`src/rtl/prefetch_unit_pkg.sv`:
```
// Shared core definitions for the fetch path: default widths, PC stride and
// the fetch-entry layout handed from the prefetch queue to the decoder.
package prefetch_unit_pkg;

    localparam int DEFAULT_XLEN = 32;
    localparam int ILEN         = 32;
    localparam int PC_STEP      = 4;
    localparam logic [DEFAULT_XLEN-1:0] DEFAULT_RESET_PC = 32'h0000_0000;

    // Queue entry as seen by decode: PC in the upper half, instruction below.
    typedef struct packed {
        logic [DEFAULT_XLEN-1:0] pc;
        logic [ILEN-1:0]         instr;
    } fetch_entry_t;

    // Width of an occupancy counter that must be able to hold the value depth.
    function automatic int cnt_width(input int depth);
        return $clog2(depth) + 1;
    endfunction

endpackage

```
`src/rtl/prefetch_unit_sync_fifo.sv`:
```
// Small synchronous FIFO with flush and occupancy count. The head word is
// read combinationally so a word written at one edge is visible right after
// that edge, which the fetch path relies on for its two-cycle latency.
module prefetch_unit_sync_fifo
    import prefetch_unit_pkg::*;
#(
    parameter int WIDTH = 64,
    parameter int DEPTH = 4
) (
    input  logic                        clk,
    input  logic                        srst,
    input  logic                        flush,
    input  logic                        push,
    input  logic [WIDTH-1:0]            push_data,
    input  logic                        pop,
    output logic [WIDTH-1:0]            pop_data,
    output logic [cnt_width(DEPTH)-1:0] count,
    output logic                        full,
    output logic                        empty
);

    localparam int AW = $clog2(DEPTH);
    localparam int CW = cnt_width(DEPTH);

    logic [WIDTH-1:0] mem_reg [DEPTH];
    logic [AW-1:0]    wr_ptr_reg;
    logic [AW-1:0]    rd_ptr_reg;
    logic [CW-1:0]    count_reg;
    logic             do_push;
    logic             do_pop;

    // Flush dominates: nothing is written or consumed in a flush cycle.
    assign do_push = push && !full && !flush;
    assign do_pop  = pop && !empty && !flush;

    assign full     = (count_reg == CW'(DEPTH));
    assign empty    = (count_reg == '0);
    assign count    = count_reg;
    assign pop_data = mem_reg[rd_ptr_reg];

    // Pointer and occupancy state; pointers wrap naturally since DEPTH is a power of two.
    always_ff @(posedge clk) begin
        if (srst || flush) begin
            wr_ptr_reg <= '0;
            rd_ptr_reg <= '0;
            count_reg  <= '0;
        end else begin
            if (do_push) begin
                wr_ptr_reg <= wr_ptr_reg + AW'(1);
            end
            if (do_pop) begin
                rd_ptr_reg <= rd_ptr_reg + AW'(1);
            end
            count_reg <= count_reg + CW'(do_push) - CW'(do_pop);
        end
    end

    // Storage array; contents need no reset because count gates visibility.
    always_ff @(posedge clk) begin
        if (do_push) begin
            mem_reg[wr_ptr_reg] <= push_data;
        end
    end

endmodule

```
`src/rtl/prefetch_unit.sv`:
```
// Instruction prefetch unit: issues pipelined fetch requests toward
// instruction memory under a credit limit, queues returning words with their
// PCs for decode, and on a redirect flushes the queue and squashes every
// response still in flight for the old path.
module prefetch_unit
    import prefetch_unit_pkg::*;
#(
    parameter int              XLEN     = DEFAULT_XLEN,
    parameter int              DEPTH    = 4,
    parameter logic [XLEN-1:0] RESET_PC = DEFAULT_RESET_PC
) (
    input  logic            clk,
    input  logic            reset,
    output logic            o_imem_req,
    output logic [XLEN-1:0] o_imem_addr,
    input  logic            i_imem_gnt,
    input  logic            i_imem_rvalid,
    input  logic [XLEN-1:0] i_imem_rdata,
    input  logic            i_redirect,
    input  logic [XLEN-1:0] i_redirect_pc,
    output logic            o_valid,
    output logic [XLEN-1:0] o_instr,
    output logic [XLEN-1:0] o_pc,
    input  logic            i_ready
);

    localparam int CW = cnt_width(DEPTH);

    logic [XLEN-1:0] fetch_pc_reg, fetch_pc_next;
    logic [XLEN-1:0] rsp_pc_reg, rsp_pc_next;
    logic [CW-1:0]   outstanding_reg, outstanding_next;
    logic [CW-1:0]   discard_reg, discard_next;

    logic [CW-1:0]     fifo_count;
    logic              fifo_full;
    logic              fifo_empty;
    logic [2*XLEN-1:0] fifo_rd_data;
    logic [2*XLEN-1:0] fifo_wr_data;

    logic [CW:0]     credit_used;
    logic            issue;
    logic            drop_rsp;
    logic            push_en;
    logic            pop_en;
    logic [XLEN-1:0] redirect_target;
    logic            unused_redirect_lsbs;

    // Low target bits are forced to zero, so they never influence anything.
    assign unused_redirect_lsbs = ^i_redirect_pc[1:0];
    assign redirect_target      = {i_redirect_pc[XLEN-1:2], 2'b00};

    // Queued words plus words still owed by memory never exceed DEPTH, which
    // is what guarantees every accepted response has a free queue slot.
    assign credit_used = {1'b0, fifo_count} + {1'b0, outstanding_reg};
    assign o_imem_req  = !reset && !i_redirect && (credit_used < (CW+1)'(DEPTH));
    assign o_imem_addr = fetch_pc_reg;
    assign issue       = o_imem_req && i_imem_gnt;

    // Responses belonging to a squashed path are dropped while discard is nonzero.
    assign drop_rsp = i_imem_rvalid && (discard_reg != '0);
    assign push_en  = i_imem_rvalid && !drop_rsp && !i_redirect;
    assign pop_en   = o_valid && i_ready && !i_redirect;

    assign fifo_wr_data = {rsp_pc_reg, i_imem_rdata};
    assign o_valid      = !fifo_empty;
    assign o_pc         = fifo_rd_data[2*XLEN-1:XLEN];
    assign o_instr      = fifo_rd_data[XLEN-1:0];

    prefetch_unit_sync_fifo #(
        .WIDTH (2*XLEN),
        .DEPTH (DEPTH)
    ) u_queue (
        .clk       (clk),
        .srst      (reset),
        .flush     (i_redirect),
        .push      (push_en),
        .push_data (fifo_wr_data),
        .pop       (pop_en),
        .pop_data  (fifo_rd_data),
        .count     (fifo_count),
        .full      (fifo_full),
        .empty     (fifo_empty)
    );

    // Next-state for PCs and the in-flight/discard counters; redirect wins.
    always_comb begin
        fetch_pc_next    = fetch_pc_reg;
        rsp_pc_next      = rsp_pc_reg;
        discard_next     = discard_reg;
        outstanding_next = outstanding_reg + CW'(issue) - CW'(i_imem_rvalid);

        if (i_redirect) begin
            // Everything still owed by memory, minus the word arriving now,
            // belongs to the old path and must be thrown away.
            fetch_pc_next = redirect_target;
            rsp_pc_next   = redirect_target;
            discard_next  = outstanding_reg - CW'(i_imem_rvalid);
        end else begin
            if (issue) begin
                fetch_pc_next = fetch_pc_reg + XLEN'(PC_STEP);
            end
            if (push_en) begin
                rsp_pc_next = rsp_pc_reg + XLEN'(PC_STEP);
            end
            if (drop_rsp) begin
                discard_next = discard_reg - CW'(1);
            end
        end
    end

    // State registers.
    always_ff @(posedge clk) begin
        if (reset) begin
            fetch_pc_reg    <= RESET_PC;
            rsp_pc_reg      <= RESET_PC;
            outstanding_reg <= '0;
            discard_reg     <= '0;
        end else begin
            fetch_pc_reg    <= fetch_pc_next;
            rsp_pc_reg      <= rsp_pc_next;
            outstanding_reg <= outstanding_next;
            discard_reg     <= discard_next;
        end
    end

    // Protocol and counter sanity checks.
    assert property (@(posedge clk) disable iff (reset)
        !(i_imem_rvalid && (outstanding_reg == '0)))
        else $error("imem response with nothing outstanding");

    assert property (@(posedge clk) disable iff (reset)
        !(push_en && fifo_full && !pop_en))
        else $error("push into full prefetch queue");

    assert property (@(posedge clk) disable iff (reset)
        (outstanding_reg <= CW'(DEPTH)) && (discard_reg <= outstanding_reg))
        else $error("outstanding/discard counter out of range");

    assert property (@(posedge clk) disable iff (reset)
        !(issue && (outstanding_reg == CW'(DEPTH))))
        else $error("outstanding counter overflow");

endmodule
```
`config.mk`:
```
export PLATFORM = sky130hd
export DESIGN_NAME = prefetch_unit
export DESIGN_NICKNAME = d
export VERILOG_FILES = /design/src/rtl/prefetch_unit_pkg.sv /design/src/rtl/prefetch_unit_sync_fifo.sv /design/src/rtl/prefetch_unit.sv
export SDC_FILE = /design/constraint.sdc
export NUM_CORES = 1
export LEC_CHECK = 0
export ABC_AREA = 1
export CAP_MARGIN = 20
export CORE_MARGIN = 3
export CORE_UTILIZATION = 31
export CTS_CLUSTER_DIAMETER = 120
export CTS_CLUSTER_SIZE = 16
export DETAILED_ROUTE_END_ITERATION = 16
export MAX_ROUTING_LAYER = met4
export PLACE_DENSITY_LB_ADDON = 0.2
export SLEW_MARGIN = 25
export SYNTH_ARGS = -nofsm -noshare
export SYNTH_HDL_FRONTEND = slang
export SYNTH_SLANG_ARGS = --single-unit
export TNS_END_PERCENT = 50
```
`constraint.sdc`:
```
create_clock -name clk -period 5.5 [get_ports clk]
set_clock_uncertainty 0.05 [all_clocks]
set_input_delay 0.55 -clock clk [delete_from_list [all_inputs] [get_ports clk]]
set_output_delay 0.55 -clock clk [all_outputs]
set_load 0.005 [all_outputs]
```
==> impl_results.md, run 1 <==
- Final Net Count: 1688
- Largest net degree at the start of global routing: 85
- Die area: 0.0486 mm2
- Syn Area/Cell: 9.74 um2
- GRT met2 Usage: 25.3%
- Post-route worst setup slack: 1410 ps
- Top cells by area, synth: edfxtp_1, dfxtp_1, nand2_1, nor2_1, o21ai_0
- Setup_tns: 0 ps
- CTS Buf Count: 24
- Final setup viols: 0
- Outcome: completed
- R2r setup slk: 2720 ps
- Worst-Margin Slew: 952 ps
- Layout area overhead: 20.2%
- All-Layer GR Usage: 15.8%
- # DRC: 0
- Bufs on Longest Clock Path: 3
- EDFF count, synth: 248
- Die W: 220 um
- Initial antenna violation count: 0
- Count of pins over their slew limit: 0
- CTS tree: done
- Worst EP arrival: 3490 ps
- Met1 Usage GRT: 21.5%
- DR iter-0 viols: 664
- Post-synth top area share: 52.3%
- Vias/cell: 4.79
- Main synth FF type: edfxtp_1
- Syn Inst Count: 1462
- Leakage: 5.97 nW
- Worst EP required: 4900 ps
- Hold Path Depth: 4
- First-pass GRT wire length: 58000 um
- FFs w/ async S/R, synth: 0%
- Hold Crit Class: input pin to flip-flop
- H-tree depth: 1
- Finished layout cell area: 0.0171 mm2
- Postcts setup bufs: 0
- Clock slew at reported path FFs: 80 ps
- Clock latency on the worst-skew pair: 530 ps
- Hold Crit Endpoint: rsp_pc_reg[19]$_SDFFE_PP0P_
- Pwr Density: 284 mW/mm2
- Fmax: 245 MHz
- Ant diodes: 0
- Reg2Reg Depth: 8
- Drt pass-1 iters: 5
- Row cnt: 77
- CP endpoint kind: primary output
- Register bit total from synthesis: 323
- Clock sink count: 323
- Initial core utilization: 31.8%
- Hold bufs inserted after CTS: 0
- DR WL/cell: 17.2 um
- Tot Pwr: 4.87 mW
- CP Class: flip-flop to primary output
- Antenna-violating nets left: 0
- Crit path launch type: flip-flop
- Max_cap viols: 0
- CTS root buffer: clkbuf_16
- Min cycle time layout: 4090 ps
- Worst hold slack: 372 ps
- Worst R2R End: u_queue.mem_reg[1][23]$_DFFE_PP_
- Mapped Area: 0.0142 mm2
- RSZ-0062 raised after global routing: no
- Synth warn: 0
- Vias: 10.5k
- Max reg flops: 248
- Layout cell share with drive strength beyond 1: 4.48%
- Routed wire length: 37900 um
- HPWL after DPL: 24100 um
- Cts repair resizes: 0
- GPL Wtd Cong: 0.816
- Min-delay src: reset
- Final Hold Viols: 0
- Post-place setup slack: 1890 ps
- Core area: 0.0448 mm2
- Vias in the first global route: 10.1k
- Num ports: 168
- CP max FO: 67
- Worst vdd ir: 229 uV
- PortBufs: 161
- Post-synthesis sequential area ratio: 62.8%
- Leading area contributor after synthesis: edfxtp_1
- Final period utilization: 74.3%
- Placed cell area: 0.0165 mm2
- Gr busiest metal: met2
- Worst reg2reg path startpoint: discard_reg[0]$_SDFFE_PP0P_
- GR Util met3: 1.76%
- Max-slew headroom: 36.6%
- Synth cell types: 40
- Grt total ovfl: 0
- Die height: 220 um
## layout by cell type, fill, tap and decap left out, types with 4 or more instances in the layout
cell	count
o21bai_1	5
nor2_2	8
buf_4	11
a31oi_1	12
nand3_1	89
xor2_1	7
dfxtp_1	73
nand2_1	268
nor2_1	230
ha_1	16
xnor2_1	5
clkbuf_16	25
nand3b_1	4
o21ai_0	152
clkdlybuf4s50_1	159
conb_1	4
nor2_4	6
o22ai_1	63
clkbuf_1	5
or2_2	5
edfxtp_1	248
inv_1	121
a21oi_1	55
## final cells by class
| class | instances | area (um2) |
|---|---|---|
| fill | 4425 | 27700 |
| inverter | 125 | 475 |
| multi-input combinational | 952 | 4560 |
| clock inverter | 2 | 27.5 |
| clock buffer | 30 | 644 |
| tap | 592 | 741 |
| sequential | 323 | 8950 |
| timing repair buffer | 174 | 1720 |
## where the power goes
group / total, mW / switching, mW / internal [mW]
clock: 1.64 / 0.813 / 0.824
combinational: 0.442 / 0.239 / 0.203
sequential: 2.79 / 0.0784 / 2.71
## Yosys cell counts (all sizes together) (16+ instances only)
cell and instances:
buf 20, edfxtp 248, o21ai 153, nor2 245, a21oi 55, ha 16, clkbuf 45, nand2 273
inv 123, o22ai 63, dfxtp 75, nand3 89
## cell families (layout without fill, tap and decap cells)
kind of cell,after synthesis,count (layout),synth area share (%)
compound gates,294,294,11.2
xor+xnor,12,12,0.738
flops,323,323,62.8
buf+inv,190,331,5.45
simple gates,624,624,18.1
fa+ha+maj,18,18,1.69
other cells,1,4,0.0263
## critical path, stage by stage (launching register included)
cell             delay [ps]
dfxtp_4                 630
clkinv_2                800
buf_4                   610
o21ai_0                 250
o22ai_1                 120
clkdlybuf4s50_1         460
## worst max-delay path by stage
stage	from	to	slack, ps	depth (start not counted)
after CTS	flip-flop	o_instr[5]	1320	5
after global routing	flip-flop	o_instr[5]	1090	5
after detailed placement	flip-flop	o_instr[5]	1890	5
final	flip-flop	o_instr[5]	1410	5
after global placement	flip-flop	o_instr[5]	1970	5
after floorplan	i_imem_rvalid	u_queue.mem_reg[0][0]$_DFFE_PP_	1220	4
## through the flow
step,util (%),instances
after CTS,38.2,2198
after detailed placement,36.7,2166
final,38.2,2198
after floorplan,-,1465
after global routing,38.2,2198
after global placement,36.7,2166
## routing by layer
layer	share of wire (%)	up-vias	routed length, um
li1	-	5243	-
met1	47	4980	17700
met2	46	260	17500
met3	4.7	47	1770
met4	2.4	0	914
met5	0	-	0
No activity file was read; power rests on OpenSTA's default activity.
==> inputs of run 2 (changes only) <==
==> constraint.sdc (replaced) <==
create_clock -name clk -period 4.2 [get_ports clk]
set_clock_uncertainty 0.05 [all_clocks]
set_input_delay 0.42 -clock clk [delete_from_list [all_inputs] [get_ports clk]]
set_output_delay 0.42 -clock clk [all_outputs]
set_load 0.005 [all_outputs]
==> run 2 against run 1 <==
- via count decreased by 0.65%
- largest power group unchanged
- sequential cell count unchanged
- largest cell class unchanged
- global-route usage about the same
- first-iteration DRC count increased by 17%
- critical endpoint is now o_instr[31]
- sequential power increased by 31%
==> impl_results.md, run 2 (synthesized netlist as in run 1, its figures left out) <==
- Setup_tns: 0 ps (unchanged)
- CP max FO: 84 (+25%)
- Count of pins over their slew limit: 0 (unchanged)
- Final period utilization: 77.5%
- Placed Instances: 2169 (+0.14%)
- Clock latency on the worst-skew pair: 550 ps (+20 ps)
- Leakage: 5.98 nW (+0.20%)
- Final setup viols: 0 (unchanged)
- Cts repair resizes: 0 (unchanged)
- Hold Crit Class: input pin to flip-flop
- Final Hold Viols: 0 (unchanged)
- Worst-Margin Slew: 871 ps (-80.3 ps)
- Hold bufs inserted after CTS: 0 (unchanged)
- H-tree depth: 1 (unchanged)
- Pwr Density: 370 mW/mm2 (+30%)
- Drt pass-1 iters: 5 (unchanged)
- Vias: 10.5k (-0.65%)
- Die W: 220 um (unchanged)
- CP Class: flip-flop to primary output
- Vias/cell: 4.75 (-0.78%)
- PortBufs: 161 (unchanged)
- GPL Wtd Cong: 0.810 (-0.74%)
- Vias in the first global route: 10.3k (+1.5%)
- DR WL/cell: 17.0 um (-1.3%)
- Clock sink count: 323 (unchanged)
- Max reg flops: 248 (unchanged)
- Post-place setup slack: 1020 ps (-867 ps)
- Die height: 220 um (unchanged)
- Max_cap viols: 0 (unchanged)
- Layout cell share with drive strength beyond 1: 4.60% (+0.12 points)
- Ant diodes: 0 (unchanged)
- Fmax: 307 MHz
- Die area: 0.0486 mm2 (unchanged)
- # DRC: 0 (unchanged)
- Layout area overhead: 20.5%
- HPWL after DPL: 23800 um (-1.2%)
- DR iter-0 viols: 777 (+17%)
- Min cycle time layout: 3260 ps
- Num ports: 168 (unchanged)
- Bufs on Longest Clock Path: 3 (unchanged)
- Finished Layout Cells: 2201 (+0.14%)
- Worst EP required: 3730 ps (-1170 ps)
- Clock slew at reported path FFs: 80 ps (about the same)
- Worst vdd ir: 236 uV (+3.1%)
- Postcts setup bufs: 0 (unchanged)
- Net Sw Power: 1.50 mW (+32%)
- Initial antenna violation count: 0 (unchanged)
- Finished layout cell area: 0.0172 mm2 (+0.26%)
- Clock power share: 33.4% (-0.3 points)
- All-Layer GR Usage: 15.7% (-0.040 points)
- Post-route worst setup slack: 944 ps (-471 ps)
- Most common library cell in the layout ignoring fill and taps: nand2_1
- Routed wire length: 37500 um (-1.2%)
- CTS root buffer: clkbuf_16
- Placed cell area: 0.0165 mm2 (+0.37%)
- First-pass GRT wire length: 58000 um (about the same)
- RSZ-0062 raised after global routing: no
- Crit path launch type: flip-flop
- Antenna-violating nets left: 0 (unchanged)
- Worst EP arrival: 2790 ps (-700 ps)
- Worst hold slack: 222 ps (-150 ps)
- Largest net degree at the start of global routing: 85 (unchanged)
- Grt total ovfl: 0 (unchanged)
- Initial core utilization: 31.8% (unchanged)
- Util after Layout: 38.3% (+0.098 points)
- CP endpoint kind: primary output
- Gate power share: 9.2% (about the same)
- Row cnt: 77 (unchanged)
- Switching portion of total power: 23.5% (+0.29 points)
- Most frequent cells in the layout: nand2_1, edfxtp_1, nor2_1
- Sequential share of power: 57.4% (about the same)
- Max-slew headroom: 41.9% (+5.4 points)
- Final Net Count: 1691 (+0.18%)
- Tot Pwr: 6.35 mW (+31%)
- Core area: 0.0448 mm2 (unchanged)
- Outcome: completed
- P_int: 4.86 mW (+30%)
- CTS tree: done
- CTS Buf Count: 24 (unchanged)
==> run 2: cell types whose count changed in the layout (fill, tap and decap cells not counted) <==
cell | previous run | this run
clkinv_8 | 1 | 2
buf_12 | 2 | 5
clkbuf_16 | 25 | 24
inv_8 | 1 | 0
clkbuf_1 | 5 | 6
==> run 2: per-layer routing <==
metal	track usage, %	wire length [um]
met4	4.34	1090
met3	1.96	1700
met5	-	0
met2	25.4	17300
met1	21.0	17400
==> run 2: final cells by class <==
cell class | instances | area, um2
tap | 592 | 741
clock inverter | 2 | 32.5
clock buffer | 30 | 623
inverter | 125 | 475
timing repair buffer | 177 | 1780
sequential | 323 | 8950
multi-input combinational | 952 | 4560
fill | 4435 | 27600
==> run 2: path summary, 6_finish.rpt <==
| kind | slack, ps | to | startpoint | cells after the start |
|---|---|---|---|---|
| setup / recovery | 940 | o_instr[31] | flip-flop | 5 |
| hold reg to reg | 420 | flip-flop | u_queue.rd_ptr_reg[1]$_SDFFE_PP0P_ | 2 |
| setup reg to reg | 1520 | outstanding_reg[2]$_SDFF_PP0_ | u_queue.count[1]$_SDFF_PP0_ | 11 |
| hold / removal | 220 | rsp_pc_reg[5]$_SDFFE_PP0P_ | reset | 4 |
==> run 2: power by group through the flow <==
stage               registers (mW)  clock network, mW  logic, mW
global placement              3.72                  0      0.584
detailed placement            3.72                  0      0.590
finish                        3.65               2.12      0.582
floorplan                     3.69                  0      0.298
CTS                           3.65               2.21      0.593
global route                  3.66               2.31      0.659
==> run 2: critical path: stages, from the launching register on <==
cell,delay [ps]
dfxtp_4,460
clkinv_2,90
buf_4,650
o21ai_0,180
o22ai_1,220
clkdlybuf4s50_1,550
